`config.mk`:
```
export PLATFORM = sky130hd
export DESIGN_NAME = axis_master_tx
export DESIGN_NICKNAME = d
export VERILOG_FILES = /design/src/rtl/axi_stream_pckg.sv /design/src/rtl/axis_sync_fifo.sv /design/src/rtl/axis_master_tx.sv
export SDC_FILE = /design/constraint.sdc
export NUM_CORES = 1
export LEC_CHECK = 0
export ABC_AREA = 1
export CORE_UTILIZATION = 55
export DETAILED_ROUTE_END_ITERATION = 6
export PLACE_DENSITY = 0.75
export SLEW_MARGIN = 20
export SYNTH_ARGS = -nofsm -noshare
export SYNTH_HDL_FRONTEND = slang
export SYNTH_SLANG_ARGS = --single-unit
```
`constraint.sdc`:
```
create_clock -name clk -period 3 [get_ports clk]
set_input_delay 0.6 -clock clk [delete_from_list [all_inputs] [get_ports clk]]
set_output_delay 0.6 -clock clk [all_outputs]
set_load 0.05 [all_outputs]
```
`src/rtl/axi_stream_pckg.sv`:
```
// Shared definitions for the AXI4-Stream transmit path.
// Holds the stream/FIFO geometry, the sample and frame sizes shared with the
// FFT core, and the transmitter FSM state type.
package axi_stream_pckg;

    localparam int unsigned C_SAMPLE_WDT    = 16;
    localparam int unsigned C_FFT_SIZE_LOG2 = 10;
    localparam int unsigned M_TDATA_WDT     = 2 * C_SAMPLE_WDT;
    localparam int unsigned M_FIFO_ADDR_WDT = 3;
    localparam int unsigned M_FIFO_SIZE     = 1 << M_FIFO_ADDR_WDT;

    typedef enum logic [1:0] {
        M_IDLE,
        M_READ,
        M_DRAIN,
        M_DONE
    } m_tx_state;

endpackage

```
`src/rtl/axis_sync_fifo.sv`:
```
// Small synchronous first-word-fall-through FIFO.
// Ports:
//   clk, rst_n : clock, asynchronous active-low reset (pointers/count only)
//   push, din  : write request and data
//   pop        : read request; the head entry is discarded
//   dout       : head entry (valid whenever !empty)
//   full/empty : occupancy flags
//   count      : number of stored entries (0 .. 2**ADDR_WDT)
// Simultaneous push and pop keeps the occupancy unchanged. A word pushed into
// an empty FIFO shows at dout on the following cycle.
module axis_sync_fifo #(
    parameter int unsigned DATA_WDT = axi_stream_pckg::M_TDATA_WDT + 1,
    parameter int unsigned ADDR_WDT = axi_stream_pckg::M_FIFO_ADDR_WDT
) (
    input  logic                clk,
    input  logic                rst_n,
    input  logic                push,
    input  logic                pop,
    input  logic [DATA_WDT-1:0] din,
    output logic [DATA_WDT-1:0] dout,
    output logic                full,
    output logic                empty,
    output logic [ADDR_WDT:0]   count
);

    localparam int unsigned DEPTH = 1 << ADDR_WDT;
    localparam logic [ADDR_WDT:0]   CNT_FULL = {1'b1, {ADDR_WDT{1'b0}}};
    localparam logic [ADDR_WDT:0]   CNT_ONE  = {{ADDR_WDT{1'b0}}, 1'b1};
    localparam logic [ADDR_WDT-1:0] PTR_ONE  = {{(ADDR_WDT-1){1'b0}}, 1'b1};

    logic [DATA_WDT-1:0] mem_q [DEPTH];
    logic [ADDR_WDT-1:0] wr_ptr_q, wr_ptr_d;
    logic [ADDR_WDT-1:0] rd_ptr_q, rd_ptr_d;
    logic [ADDR_WDT:0]   count_q, count_d;
    logic                do_push, do_pop;

    always_comb begin
        do_pop   = pop && (count_q != '0);
        // A push into a full FIFO is only taken when the head leaves the same cycle.
        do_push  = push && ((count_q != CNT_FULL) || do_pop);
        wr_ptr_d = wr_ptr_q;
        rd_ptr_d = rd_ptr_q;
        count_d  = count_q;
        if (do_push) begin
            wr_ptr_d = wr_ptr_q + PTR_ONE;
        end
        if (do_pop) begin
            rd_ptr_d = rd_ptr_q + PTR_ONE;
        end
        case ({do_push, do_pop})
            2'b10:   count_d = count_q + CNT_ONE;
            2'b01:   count_d = count_q - CNT_ONE;
            default: count_d = count_q;
        endcase
    end

    always_ff @(posedge clk or negedge rst_n) begin
        if (!rst_n) begin
            wr_ptr_q <= '0;
            rd_ptr_q <= '0;
            count_q  <= '0;
        end else begin
            wr_ptr_q <= wr_ptr_d;
            rd_ptr_q <= rd_ptr_d;
            count_q  <= count_d;
        end
    end

    always_ff @(posedge clk) begin
        if (do_push) begin
            mem_q[wr_ptr_q] <= din;
        end
    end

    assign dout  = mem_q[rd_ptr_q];
    assign full  = (count_q == CNT_FULL);
    assign empty = (count_q == '0);
    assign count = count_q;

    a_no_push_full: assert property (@(posedge clk) disable iff (!rst_n)
        !(push && full && !pop));
    a_no_pop_empty: assert property (@(posedge clk) disable iff (!rst_n)
        !(pop && empty));

endmodule

```
`src/rtl/axis_master_tx.sv`:
```
// AXI4-Stream transmitter: streams one FFT frame (2**C_FFT_SIZE_LOG2 complex
// samples) from the result memory to the M_AXIS sink.
// Ports:
//   clk, rst_n          : clock, asynchronous active-low reset
//   M_AXIS_TDATA/TLAST  : beat payload {re, im} and end-of-frame flag
//   M_AXIS_TVALID/TREADY: stream handshake
//   m_axis_if_addr/rd_en: result memory read port (data returns 1 cycle later)
//   data_re_0_out/im    : memory read data
//   tx_start            : frame-ready pulse, ignored while s_axis_if_busy
//   s_axis_if_busy      : receive path active
//   m_axis_if_busy      : transmitter active (state != M_IDLE)
//   tx_done             : one-cycle pulse after the last beat handshake
// Build option: define M_AXIS_BITREV_EN to address the memory with the
// bit-reversed read index (natural-order output from a bit-reversed memory).
module axis_master_tx #(
    parameter int unsigned C_SAMPLE_WDT    = axi_stream_pckg::C_SAMPLE_WDT,
    parameter int unsigned C_FFT_SIZE_LOG2 = axi_stream_pckg::C_FFT_SIZE_LOG2,
    parameter int unsigned M_TDATA_WDT     = axi_stream_pckg::M_TDATA_WDT,
    parameter int unsigned M_FIFO_ADDR_WDT = axi_stream_pckg::M_FIFO_ADDR_WDT
) (
    input  logic                       clk,
    input  logic                       rst_n,
    output logic [M_TDATA_WDT-1:0]     M_AXIS_TDATA,
    output logic                       M_AXIS_TLAST,
    output logic                       M_AXIS_TVALID,
    input  logic                       M_AXIS_TREADY,
    output logic [C_FFT_SIZE_LOG2-1:0] m_axis_if_addr,
    output logic                       m_axis_if_rd_en,
    input  logic [C_SAMPLE_WDT-1:0]    data_re_0_out,
    input  logic [C_SAMPLE_WDT-1:0]    data_im_0_out,
    input  logic                       tx_start,
    input  logic                       s_axis_if_busy,
    output logic                       m_axis_if_busy,
    output logic                       tx_done
);

    import axi_stream_pckg::*;

    localparam logic [C_FFT_SIZE_LOG2-1:0] LAST_IDX = '1;
    localparam logic [C_FFT_SIZE_LOG2-1:0] IDX_ONE  = {{(C_FFT_SIZE_LOG2-1){1'b0}}, 1'b1};
    localparam logic [M_FIFO_ADDR_WDT+1:0] DEPTH_L  = {2'b01, {M_FIFO_ADDR_WDT{1'b0}}};

    m_tx_state                  state_q, state_d;
    logic [C_FFT_SIZE_LOG2-1:0] rd_idx_q, rd_idx_d;
    logic                       inflight_q, inflight_d;
    logic                       last_q, last_d;
    logic                       rd_en;

    logic [M_FIFO_ADDR_WDT:0]   fifo_count;
    logic                       fifo_full, fifo_empty;
    logic                       fifo_push, fifo_pop;
    logic [M_TDATA_WDT:0]       fifo_din, fifo_dout;
    logic [M_FIFO_ADDR_WDT+1:0] credit_used;

    // Entries already stored plus the word still on its way back from memory.
    assign credit_used = {1'b0, fifo_count} + {{(M_FIFO_ADDR_WDT+1){1'b0}}, inflight_q};

    always_comb begin
        state_d  = state_q;
        rd_idx_d = rd_idx_q;
        rd_en    = 1'b0;
        tx_done  = 1'b0;
        case (state_q)
            M_IDLE: begin
                if (tx_start && !s_axis_if_busy) begin
                    state_d  = M_READ;
                    rd_idx_d = '0;
                end
            end
            M_READ: begin
                if (credit_used < DEPTH_L) begin
                    rd_en    = 1'b1;
                    rd_idx_d = rd_idx_q + IDX_ONE;
                    if (rd_idx_q == LAST_IDX) begin
                        state_d = M_DRAIN;
                    end
                end
            end
            M_DRAIN: begin
                if (M_AXIS_TVALID && M_AXIS_TREADY && M_AXIS_TLAST) begin
                    state_d = M_DONE;
                end
            end
            M_DONE: begin
                tx_done = 1'b1;
                state_d = M_IDLE;
            end
            default: state_d = M_IDLE;
        endcase
    end

    always_comb begin
        inflight_d = rd_en;
        last_d     = rd_en && (rd_idx_q == LAST_IDX);
    end

    always_ff @(posedge clk or negedge rst_n) begin
        if (!rst_n) begin
            state_q    <= M_IDLE;
            rd_idx_q   <= '0;
            inflight_q <= 1'b0;
            last_q     <= 1'b0;
        end else begin
            state_q    <= state_d;
            rd_idx_q   <= rd_idx_d;
            inflight_q <= inflight_d;
            last_q     <= last_d;
        end
    end

`ifdef M_AXIS_BITREV_EN
    for (genvar g = 0; g < C_FFT_SIZE_LOG2; g++) begin : g_bitrev
        assign m_axis_if_addr[g] = rd_idx_q[C_FFT_SIZE_LOG2-1-g];
    end
`else
    assign m_axis_if_addr = rd_idx_q;
`endif

    assign m_axis_if_rd_en = rd_en;
    assign m_axis_if_busy  = (state_q != M_IDLE);

    // TLAST travels with its sample through the FIFO as the top bit.
    assign fifo_push = inflight_q;
    assign fifo_din  = {last_q, data_re_0_out, data_im_0_out};
    assign fifo_pop  = M_AXIS_TVALID && M_AXIS_TREADY;

    axis_sync_fifo #(
        .DATA_WDT (M_TDATA_WDT + 1),
        .ADDR_WDT (M_FIFO_ADDR_WDT)
    ) u_fifo (
        .clk   (clk),
        .rst_n (rst_n),
        .push  (fifo_push),
        .pop   (fifo_pop),
        .din   (fifo_din),
        .dout  (fifo_dout),
        .full  (fifo_full),
        .empty (fifo_empty),
        .count (fifo_count)
    );

    assign M_AXIS_TVALID = !fifo_empty;
    assign M_AXIS_TLAST  = fifo_dout[M_TDATA_WDT];
    assign M_AXIS_TDATA  = fifo_dout[M_TDATA_WDT-1:0];

    a_stall_stable: assert property (@(posedge clk) disable iff (!rst_n)
        (M_AXIS_TVALID && !M_AXIS_TREADY) |=>
        (M_AXIS_TVALID && $stable(M_AXIS_TDATA) && $stable(M_AXIS_TLAST)));
    a_credit: assert property (@(posedge clk) disable iff (!rst_n)
        (credit_used <= DEPTH_L) && !(fifo_full && inflight_q));

endmodule

```
==> out/metrics.json <==
{
  "placementRows": 52,
  "cts_htree_levels": 1,
  "antenna_violations_before_repair": 0,
  "yosys_warnings": 0,
  "drt_pass1_iterations": 4,
  "worst_slew_pin_slew_ns": 0.9078,
  "placedCellCount": 1269,
  "boundaryPins": 84,
  "cp_common_cell": "nand2_1",
  "timing.critical_path.from_type": "flop",
  "ys_seq_area_frac": 0.7305,
  "layout.cells.most_common_list": "edfxtp_1, nor2_1, nand2_1",
  "cts_root_buffer": "clkbuf_16",
  "crit_family": "buffers and inverters",
  "ant_nets": 0,
  "global_route.usage.total": 0.2254,
  "clk_latency_ns": 0.54,
  "final_cell_count_no_fill": 1321,
  "cp_slowest_stage_delay_ns": 0.53,
  "synthDistinctLibCells": 28,
  "run_status": "completed",
  "synthesis.instances": 940,
  "dieHeight_um": 147.7,
  "fin_nets": 1077,
  "design.core.area_mm2": 0.02049,
  "sum_of_negative_setup_slack_ns": 0,
  "die_w_um": 147.7,
  "place_area_mm2": 0.01292,
  "hold_path.class": "flop to flop",
  "clock_path_buffers": 3,
  "reg2reg_depth": 12,
  "grt_pass1_vias": 7383,
  "peak_supply_drop_uv": 826.6,
  "critPathArrivalTime_ns": 2.28,
  "timing.final.max_slew_violations": 0,
  "vias": 7545,
  "cp_data_required_time_ns": 2.40,
  "power_frac_comb": 0.413,
  "timing.slew.headroom": 0.3929,
  "syn_nets": 987,
  "internal_power_uw": 8930,
  "dieArea_mm2": 0.02181,
  "global_route_overflow": 0,
  "post_drt_via_cell_ratio": 5.712,
  "num-fill-cells": 1420,
  "end_kind": "output port",
  "power.share.clock": 0.252,
  "finalWeightedCongestion": 0.8534,
  "hold_path_depth": 2,
  "most_common_library_cell_in_the_layout_ignoring_fill_and_taps": "edfxtp_1",
  "setup-violations-final": 0,
  "crit_path_top_delay_cell": "dfrtp_4",
  "drt_iter0_markers": 591,
  "wl_per_cell_um": 18.53,
  "synthesis.area_per_instance_um2": 12.42,
  "cts-hold-fix-buffers": 0,
  "crit_path_max_fanout": 38,
  "cts.sink_count": 288,
  "timing.critical_path.buf_inv": 3,
  "mappedNetlistArea_mm2": 0.01167,
  "achievable-frequency_ghz": 0.3477,
  "antenna_cells": 0,
  "grt_first_pass_wirelength_mm": 38.09,
  "p_sw_frac": 0.3997,
  "holdWs_ns": 0.5317,
  "power.net_switching_uw": 5946,
  "routed_wl_mm": 24.48,
  "path_cells": "inv_8 -> buf_12 -> nor2_1 -> o32ai_1 -> nand2_1 -> nand2_1 -> buf_4",
  "max_cap_violations": 0,
  "numPortBuffers": 83,
  "path_clk_slew_ns": 0.06,
  "period_minus_slack_ns": 2.876,
  "cellLeakagePower_uw": 0.004977,
  "worstSetupPathType": "flop to output port",
  "synth_register_bits": 288,
  "timing.final.crit_share": 0.9586,
  "hold_violations": 0,
  "area_delta_synth_final_pct": 19.64,
  "pwr-share-seq": 0.335,
  "timing.critical_path.depth": 7,
  "detail_route.drc_violations": 0,
  "layout.cell_area.non_filler_mm2": 0.01397,
  "tritoncts": "done",
  "fin_skew_ns": 0.01425,
  "dp_hpwl_mm": 13.80,
  "layout-drive-gt1-share": 0.1161,
  "p_per_area_mw_per_mm2": 1065,
  "grt_setup_unrepaired": "false",
  "start_util": 0.5696,
  "tritoncts.num_buffers": 28,
  "maximum_number_of_pins_on_one_net_before_global_route_repair": 90
}
## routing by layer
| layer | track usage | wire (µm) | vias to the layer above |
|---|---|---|---|
| li1 | - | - | 3553 |
| met1 | 0.3043 | 10710 | 3709 |
| met2 | 0.3750 | 11830 | 239 |
| met3 | 0.03457 | 1338 | 44 |
| met4 | 0.07990 | 605 | 0 |
| met5 | 0 | 0 | - |
## power groups by stage
stage                     combinational [µW]  clock (µW)  sequential [µW]
after CTS                               6080        3790             5000
after floorplan                         4310           0             5000
after detailed placement                6030           0             5080
after global placement                  5940           0             5070
final                                   6150        3750             4980
after global routing                    6620        3950             5010
## final timing paths
check | startpoint | to | slack, ns
min in group asynchronous | rst_n | u_fifo.wr_ptr_q[1] | 0.57
hold / removal | state_q[1] | state_q[1] | 0.53
setup / recovery | u_fifo.rd_ptr_q[0] | M_AXIS_TDATA[23] | 0.12
setup reg to reg | u_fifo.count[1] | u_fifo.count[3] | 0.91
hold reg to reg | state_q[1] | state_q[1] | 0.53
max in group asynchronous | rst_n | u_fifo.rd_ptr_q[1] | 1.77
## flip-flops by register name (all words and copies together) (netlist names)
signal and count:
fifo_push 1, u_fifo.rd_ptr_q 3, last_q 1, u_fifo.wr_ptr_q 3, m_axis_if_addr 10, u_fifo.count 4
u_fifo.mem_q 264, state_q 2
## timing repair
action,CTS,global route
setup buffers,0,1
gates resized for setup,2,3
endpoints found under the setup margin,5,13
## cell families after synthesis
kind of cell / after synthesis / synth area share
buffers and inverters: 84 / 0.03344
flip-flops: 288 / 0.7305
AND/OR/NAND/NOR: 404 / 0.1354
XOR/XNOR: 9 / 0.006753
AO/OA/AOI/OAI: 145 / 0.08317
adder cells (fa/ha/maj): 10 / 0.01072
## layout make-up
cell class              instances  area, µm²  share of cell area
repair buffers                112       1139             0.08153
multi-input cells             568       2823              0.2021
flip-flops and latches        288       8536              0.6112
clock buffers                  32      735.7             0.05268
clock inverters                19      267.8             0.01917
well taps                     270      337.8             0.02419
inverters                      32      127.6            0.009138
## through the flow
stage,total power [µW],setup slack (ns),utilization
after floorplan,9305,0.04748,-
final,14880,0.1243,0.6814
after global routing,15580,0.007493,0.6814
after global placement,11010,0.3849,0.6304
after detailed placement,11110,0.3869,0.6304
after CTS,14870,0.01702,0.6794
## worst register-to-register path, cell delays in order (launching register included)
cell     delay [ns]
dfrtp_1        0.44
nor2_1         0.18
nand3_1        0.11
nand2_1        0.14
inv_1          0.12
ha_1           0.25
nand2_1        0.09
inv_1          0.04
nor2_1         0.11
nand2_1        0.08
o21ai_0        0.15
nand3_1        0.10
xor2_1         0.16
## cells in the mapped netlist
library cell    n  share of area
or2_0           1        0.00054
nor2_1        214          0.069
buf_6           5         0.0048
xnor2_1         3         0.0023
nand3_1        17         0.0073
o31ai_1         1        0.00064
o21a_1          1        0.00064
xor2_1          6         0.0045
a21oi_1         2        0.00086
o21ai_0        77          0.033
or2_2           2         0.0011
and2_1          1        0.00054
buf_2          16         0.0069
inv_4           1        0.00054
buf_4           4         0.0026
dfrtp_1        24          0.051
buf_1           3        0.00096
inv_1          30         0.0096
nand3b_1        2         0.0013
clkinv_1        1        0.00032
nand4_1         6         0.0032
edfxtp_1      264           0.68
clkbuf_1       24         0.0077
ha_1           10          0.011
and3_1          1        0.00054
o32ai_1        64          0.048
nand2_1       154          0.050
nor3_1          6         0.0026
Power figures use the tool's default switching activity.
